### src/rtl/t5_hsched.sv
// Four-hart barrel scheduler: per-hart run state + fetch PC, round-robin issue onto fpc.
// One cycle from request/redirect to fpc; sena low stalls issue only, state/PC events still apply.
module t5_hsched #(
    parameter int              XLEN      = 32,
    parameter logic [XLEN-1:0] RESET_VEC = '0,
    parameter logic [XLEN-1:0] WAKE_VEC  = XLEN'(32'h0000_0100)
) (
    input  logic            sclk,
    input  logic            srst,
    input  logic            sena,
    input  logic [3:0]      hwake,
    input  logic [3:0]      hsleep,
    input  logic [3:0]      hblk,
    input  logic [3:0]      hrsm,
    input  logic            xbra,
    input  logic [1:0]      xhart,
    input  logic [XLEN-1:0] xtgt,
    output logic [XLEN-1:0] fpc,
    output logic            fvld,
    output logic [7:0]      hstat
);

    typedef enum logic [1:0] {
        OFF = 2'b00,
        RUN = 2'b01,
        BLK = 2'b10
    } hst_t;

    localparam logic [XLEN-1:0] RST_PC  = {RESET_VEC[XLEN-1:2], 2'b00};
    localparam logic [XLEN-1:0] WAKE_PC = {WAKE_VEC[XLEN-1:2], 2'b00};
    localparam logic [XLEN-1:0] STEP    = XLEN'(4);

    hst_t            st_q [4];
    hst_t            st_d [4];
    logic [XLEN-1:0] pc_q [4];
    logic [XLEN-1:0] pc_d [4];

    logic [1:0]      rptr;
    logic [XLEN-1:0] fpc_q;
    logic            fvld_q;

    logic [3:0]      elig;
    logic [3:0]      redir;
    logic [1:0]      sel;
    logic            sel_vld;
    logic            issue;
    logic [XLEN-1:0] tgt;
    logic [XLEN-1:0] base;

    assign tgt = {xtgt[XLEN-1:2], 2'b00};

    // Eligibility and redirect qualification use registered state masked by this cycle's requests.
    always_comb begin
        elig  = '0;
        redir = '0;
        for (int h = 0; h < 4; h++) begin
            elig[h]  = (st_q[h] == RUN) && !hsleep[h] && !hblk[h];
            redir[h] = xbra && (xhart == 2'(h)) && (st_q[h] != OFF) && !hsleep[h];
        end
    end

    always_comb begin : arb
        logic [1:0] cand;
        cand    = '0;
        sel     = '0;
        sel_vld = 1'b0;
        for (int k = 1; k <= 4; k++) begin
            cand = rptr + 2'(k);
            if (!sel_vld && elig[cand]) begin
                sel     = cand;
                sel_vld = 1'b1;
            end
        end
    end

    assign issue = sena && sel_vld;
    // A redirect to the hart being issued bypasses straight onto fpc.
    assign base  = redir[sel] ? tgt : pc_q[sel];

    always_comb begin
        for (int h = 0; h < 4; h++) begin
            st_d[h] = st_q[h];
            case (st_q[h])
                OFF: begin
                    if (hwake[h] && !hsleep[h]) begin
                        st_d[h] = RUN;
                    end
                end
                RUN: begin
                    if (hsleep[h]) begin
                        st_d[h] = OFF;
                    end else if (redir[h]) begin
                        st_d[h] = RUN;
                    end else if (hblk[h]) begin
                        st_d[h] = BLK;
                    end
                end
                BLK: begin
                    if (hsleep[h]) begin
                        st_d[h] = OFF;
                    end else if (redir[h] || hrsm[h]) begin
                        st_d[h] = RUN;
                    end
                end
                default: st_d[h] = OFF;
            endcase
        end
    end

    always_comb begin
        for (int h = 0; h < 4; h++) begin
            pc_d[h] = pc_q[h];
            if ((st_q[h] == OFF) && hwake[h] && !hsleep[h]) begin
                pc_d[h] = WAKE_PC;
            end else if (issue && (sel == 2'(h))) begin
                pc_d[h] = base + STEP;
            end else if (redir[h]) begin
                pc_d[h] = tgt;
            end
        end
    end

    always_ff @(posedge sclk or posedge srst) begin
        if (srst) begin
            for (int h = 0; h < 4; h++) begin
                st_q[h] <= (h == 0) ? RUN : OFF;
                pc_q[h] <= RST_PC;
            end
        end else begin
            for (int h = 0; h < 4; h++) begin
                st_q[h] <= st_d[h];
                pc_q[h] <= pc_d[h];
            end
        end
    end

    always_ff @(posedge sclk or posedge srst) begin
        if (srst) begin
            rptr   <= 2'd3;
            fpc_q  <= RST_PC;
            fvld_q <= 1'b0;
        end else if (sena) begin
            if (sel_vld) begin
                fpc_q  <= {base[XLEN-1:2], sel};
                fvld_q <= 1'b1;
                rptr   <= sel;
            end else begin
                fvld_q <= 1'b0;
            end
        end
    end

    assign fpc   = fpc_q;
    assign fvld  = fvld_q;
    assign hstat = {st_q[3], st_q[2], st_q[1], st_q[0]};

endmodule

### config.mk
export PLATFORM = sky130hd
export DESIGN_NAME = t5_hsched
export DESIGN_NICKNAME = d
export VERILOG_FILES = /design/src/rtl/t5_hsched.sv
export SDC_FILE = /design/constraint.sdc
export NUM_CORES = 1
export LEC_CHECK = 0
export BUFFER_PORTS_ARGS = -buffer_cell sky130_fd_sc_hd__buf_2
export CORE_ASPECT_RATIO = 0.75
export CORE_MARGIN = 2
export CORE_UTILIZATION = 55
export DETAILED_ROUTE_END_ITERATION = 16
export PLACE_DENSITY_LB_ADDON = 0.15
export SETUP_SLACK_MARGIN = 0.05
export SYNTH_ARGS = -nofsm -noshare
export SYNTH_HDL_FRONTEND = slang
export SYNTH_SLANG_ARGS = --single-unit
### constraint.sdc
create_clock -name sclk -period 6.9 [get_ports sclk]
set_input_delay 0.345 -clock sclk [delete_from_list [all_inputs] [get_ports sclk]]
set_output_delay 0.345 -clock sclk [all_outputs]
set_load 0.01 [all_outputs]
== Word-level counts from Yosys, hierarchy flattened ==
Cells that the tools add are included.

* Register bits after elaboration: 171
* Input port bits: 54
* Output and inout bits: 41
* Word-level logic and storage cells: 185

* Add/sub/neg operators: 4
* $lt $le $gt $ge: 6
* Equal/unequal tests: 26
* Mux-type cells: 63
* Bitwise operators: 1
* Reductions and logical operators: 74

{| class="wikitable"
|+ Operators with widths
! operator !! count
|-
| 2-to-1 mux 32 bit || 15
|-
| binary-select mux 32 bit (select 2 bit) || 1
|-
| 2-to-1 mux 2 bit || 28
|-
| logical AND 1 bit || 40
|-
| adder 32 x 3 -> 32 bit, second input constant || 1
|-
| case mux 2 bit (3 select lines) || 4
|-
| == test 2 bit, second input constant || 8
|-
| inequality test 4 bit, second input constant || 4
|-
| less-than comparator 2 x 3 -> 1 bit, second input constant || 5
|-
| == test 2 x 1 -> 1 bit, second input constant || 6
|-
| zero test 2 bit || 6
|-
| inequality test 3 bit, second input constant || 4
|-
| AND reduction 3 bit || 4
|-
| nonzero test 3 bit || 4
|-
| zero test 1 bit || 11
|-
| binary-select mux 1 bit (select 2 bit) || 5
|-
| 2-to-1 mux 1 bit || 10
|-
| inequality test 2 bit, second input constant || 4
|-
| nonzero test 2 bit || 4
|-
| adder 2 bit, second input constant || 2
|-
| logical OR 1 bit || 4
|-
| greater-or-equal comparator 3 bit, second input constant || 1
|-
| NOT 2 -> 3 bit || 1
|-
| adder 2 x 1 -> 2 bit, second input constant || 1
|-
| AND reduction 2 bit || 1
|}

== Depth between registers and ports, before layout ==
* Depth in word-level cells: 23
* Gate-level depth with buffers: 22
* Depth with buffers taken out: 15

== Worst setup path after synthesis ==
No wires, ideal clock.

* Path type: register -> register
* Start point: register st_q (netlist bit hstat[0])
* End point: register pc_q[94] (netlist name)
* Setup time: 0.137 ns
* Data arrival time: 5.279 ns
* Required time: 6.763 ns
* Path slack: 1.484 ns
* Stages on the path, launching flop included: 21
* Path buffers: 5
* Period minus slack after synthesis: 5.416 ns
* Path through: dfstp_2 -> nor4b_2 -> o221ai_2 -> nand2_1 -> buf_2 -> buf_2 -> buf_1 -> clkbuf_1 -> clkbuf_1 -> nand2_1 -> nand3_1 -> o21ai_0 -> o21ai_0 -> ha_1 -> inv_1 -> a2111o_1 -> a221o_1 -> a2111o_1 -> nor4_2 -> xnor2_1 -> a21oi_1

* Cells in the longest elaborated chain, start to end: 23
* Elaborated cells on any way between the ends: 42
* Classes of those cells: add/sub (1); eq/ne (2); mux (24); bitwise (1); reduce/logical (14)

{| class="wikitable"
|+ Ends and longest elaborated chain
! item !! line !! source
|-
| start: declaration || 33 || <nowiki>hst_t st_q [4];</nowiki>
|-
| start signal: indexed assignment || 126 || <nowiki>st_q[h] <= (h == 0) ? RUN : OFF;</nowiki>
|-
| start signal: indexed assignment || 131 || <nowiki>st_q[h] <= st_d[h];</nowiki>
|-
| == test 2 x 1 -> 1 bit || 57 || <nowiki>elig[h] = (st_q[h] == RUN) && !hsleep[h] && !hblk[h];</nowiki>
|-
| logical AND 1 bit (2 in series) || 57 ||
|-
| binary-select mux 1 bit (select 2 bit) || 69 || <nowiki>if (!sel_vld && elig[cand]) begin</nowiki>
|-
| 2-to-1 mux 1 bit (not written as such) || 69 ||
|-
| 2-to-1 mux 1 bit || 69 ||
|-
| zero test 1 bit || 69 ||
|-
| logical AND 1 bit || 69 ||
|-
| 2-to-1 mux 1 bit || 69 ||
|-
| (+6 left out) || -- ||
|-
| NOT 2 -> 3 bit (not written as such) || 78 || <nowiki>assign base = redir[sel] ? tgt : pc_q[sel];</nowiki>
|-
| binary-select mux 32 bit (select 2 bit) || 78 ||
|-
| 2-to-1 mux 32 bit (not written as such) (2 in series) || 78 ||
|-
| 2-to-1 mux 32 bit (*) || 78 ||
|-
| named net base[2] || 48 || <nowiki>logic [XLEN-1:0] base;</nowiki>
|-
| adder 32 x 3 -> 32 bit (*) || 116 || <nowiki>pc_d[h] = base + STEP;</nowiki>
|-
| 2-to-1 mux 32 bit (*) || 115 || <nowiki>end else if (issue && (sel == 2'(h))) begin</nowiki>
|-
| 2-to-1 mux 32 bit (*) || 113 || <nowiki>if ((st_q[h] == OFF) && hwake[h] && !hsleep[h]) begin</nowiki>
|-
| end signal: indexed assignment || 132 || <nowiki>pc_q[h] <= pc_d[h];</nowiki>
|-
| end: declaration || 35 || <nowiki>logic [XLEN-1:0] pc_q [4];</nowiki>
|}

The timed path passes the listed nets; every way through them passes the cells marked *. The select of a mux whose other input is x is not followed.
A chain may end at the register's enable or synchronous reset.

== Worst setup path after layout ==
* Start point: register st_q (netlist bit hstat[7])
* End point: register pc_q[94] (netlist name)

The elaborated chain is that of the path after synthesis.

==> flow_summary.json <==
{
  "met3WireLength_um": 5040,
  "cts_hold_buf": 0,
  "ys_seq_elements": 163,
  "min_path_type": "input port to asynchronous set/reset pin",
  "die_x_um": 158,
  "wl_per_cell_um": 23.9,
  "syn-cell-area_um2": 9830,
  "met1_length_um": 14400,
  "dp_worst_setup_slack_ns": 1.17,
  "p_per_area_nw_per_um2": 423,
  "route.detailed.drc": 0,
  "start_kind": "flop",
  "cts_setup_buffers": 0,
  "initial_core_util_pct": 56.0,
  "io_pins": 95,
  "finClkSkew_ns": 0.0102,
  "outcome": "finished, final reports clean",
  "grt_max_degree": 89,
  "slew_violations": 0,
  "cp_data_required_time_ns": 7.21,
  "fin_crit_ns": 5.91,
  "cts_root_buf": "clkbuf_16",
  "hold_viol": 0,
  "cts_sinks": 163,
  "syn_nets": 1184,
  "areaGrowthSynthToFinish_pct": 12.5,
  "drtIter0Drc": 1777,
  "cp.arrival_ns": 6.23,
  "max_cap_violations": 0,
  "track_usage_pct": 37.0,
  "setup_tns_ns": 0,
  "end_kind": "flop",
  "numCtsBuffers": 17,
  "worst_r2r_startpoint": "hstat[7]",
  "yosysUniqueCellTypes": 79,
  "cts_tree": "built",
  "power.leakage_nw": 5.06,
  "drtAntennaViolNets": 0,
  "yosysWarnings": 0,
  "first_global_vias": 9244,
  "clk_pin_slew_ns": 0.07,
  "yosysSeqAreaShare_pct": 41.5,
  "r2r_cells": 15,
  "die_y_um": 120,
  "synthArstFlopShare_pct": 100,
  "met2_length_um": 13800,
  "routed.top_layer": "met4",
  "setup_ws_ns": 0.987,
  "clock_insertion_delay_worst_skew_ns": 0.44,
  "min_period_over_period_pct": 85.7,
  "ys.flop_type": "dfrtp_1",
  "cts_buffer_depth": 2,
  "setup_violations": 0,
  "viasPerCell": 6.95,
  "syn_avg_cell_area_um2": 8.71,
  "relSlewSlack_pct": 21.5,
  "drt-pass1-iter-count": 8,
  "overflow": 0,
  "synth-edff-count": 0,
  "layout.nets": 1230,
  "gp_congestion": 0.943,
  "synthCells": 1129,
  "rrSetupSlack_ns": 0.99,
  "irDropWorstVdd_mv": 0.175,
  "cts_resized": 0,
  "timing.fmax_ghz": 0.169,
  "layout-drive-gt1-share_pct": 16.8,
  "dr_total_vias": 9945,
  "rows": 42,
  "dieArea_um2": 19000,
  "critical_path_class": "flop to flop",
  "portBuffers": 92,
  "dpl.hpwl_um": 21100,
  "drt_wl_total_um": 34200,
  "ctsHtreeMaxLevel": 4,
  "grt_pass1_wl_um": 53000,
  "critPathMaxFanout": 35,
  "rr_endpoint": "pc_q[94]",
  "worst-slew-pin-transition_ns": 1.18,
  "rsz0062_at_grt": "no",
  "antenna_found_initial": 0,
  "coreArea_um2": 17600
}
cell type report:
class | instances | area (µm²)
inverter | 19 | 76.3
multi-input combinational | 854 | 5350
sequential | 163 | 4080
timing repair buffer | 120 | 671
antenna | 1 | 2.50
clock inverter | 11 | 93.8
fill | 1562 | 6490
clock buffer | 21 | 480
tap | 242 | 303
worst max-delay path, stage by stage, from the launching register on:
cell and delay, ns:
dfrtp_1 0.48, or4b_1 0.68, o221ai_2 0.90, nand3_1 0.32, and3_1 0.35, nor2_2 0.17, buf_4 0.42, a21o_1 0.20
ha_1 0.19, inv_1 0.06, a2111o_1 0.45, a221o_1 0.34, a2111o_1 0.48, nor4_2 0.34, xnor2_1 0.26, a21oi_1 0.12
worst max path at each step:
| stage | start | endpoint | depth (start not counted) |
|---|---|---|---|
| 6_report | hstat[7] | pc_q[94] | 15 |
| 4_1_cts | hstat[7] | pc_q[94] | 15 |
| 5_1_grt | hstat[7] | pc_q[26] | 15 |
| 3_5_place_dp | hstat[7] | pc_q[94] | 15 |
| 2_1_floorplan | hstat[0] | pc_q[94] | 20 |
| 3_3_place_gp | hstat[7] | pc_q[94] | 15 |
where the power goes:
| group | internal, mW | switching [mW] | total (mW) |
|---|---|---|---|
| clock network | 0.505 | 0.424 | 0.929 |
| logic | 0.762 | 1.42 | 2.19 |
| registers | 1.30 | 0.262 | 1.56 |
routing by layer:
metal / vias to the layer above / GRT usage [%]
li1: 4332 / -
met1: 4723 / 54.0
met2: 785 / 50.5
met3: 105 / 13.3
met4: 0 / 13.0
met5: - / 0
synthesized netlist by cell type (all sizes together), types with 4 or more instances:
cell	n	area [µm²]
a211oi	15	113
a21o	22	165
a21oi	33	176
a221o	15	150
a221oi	11	103
a222oi	6	60.1
a22o	18	158
a22oi	25	188
a2bb2oi	4	41.3
a311oi	8	70.1
a31oi	11	68.8
a32oi	50	438
and3	32	200
buf	19	118
clkbuf	74	278
dfrtp	160	4000
inv	19	71.3
mux2	5	56.3
mux2i	26	260
nand2	220	826
nand3	41	205
nand3b	4	30.0
nand4	5	31.3
nor2	50	195
nor3	32	165
nor4	9	68.8
nor4b	7	101
o21ai	97	485
o221ai	9	85.1
o22ai	4	31.3
o2bb2ai	5	43.8
o311a	4	40.0
or3	12	75.1
xnor2	18	158
xor2	10	87.6
metrics by stage:
stage               utilization [%]  instance area [µm²]  power [mW]  std cells  hold slack, ns
floorplan                         -                 9830        2.97       1129           0.418
global placement               59.7                10500        3.62       1398           0.454
detailed placement             59.7                10500        3.66       1398           0.457
CTS                            63.0                11100        4.60       1430           0.105
global route                   63.0                11100        4.95       1430           0.151
finish                         63.0                11100        4.68       1431          0.0768
registers in the layout (all words and copies together) (netlist names):
register / cells
pc_q: 120
fpc: 32
hstat: 8
rptr: 2
fvld: 1
cell usage in the layout, fill, tap and decap left out, types with 26 or more instances in the layout:
master	n
nand3_1	41
a32oi_1	50
and3_1	32
nand2_1	219
buf_2	92
nor3_1	26
nor2_1	43
o21ai_0	88
a21oi_1	30
buf_4	28
mux2i_1	26
dfrtp_1	160
kinds of logic after synthesis:
kind of cell | share of synthesized area, %
xor+xnor | 2.49
buf+inv | 4.75
compound gates | 26.9
fa+ha+maj | 0.127
flops | 41.5
mux | 3.22
simple gates | 21.0
(Power assumes the default switching activity.)
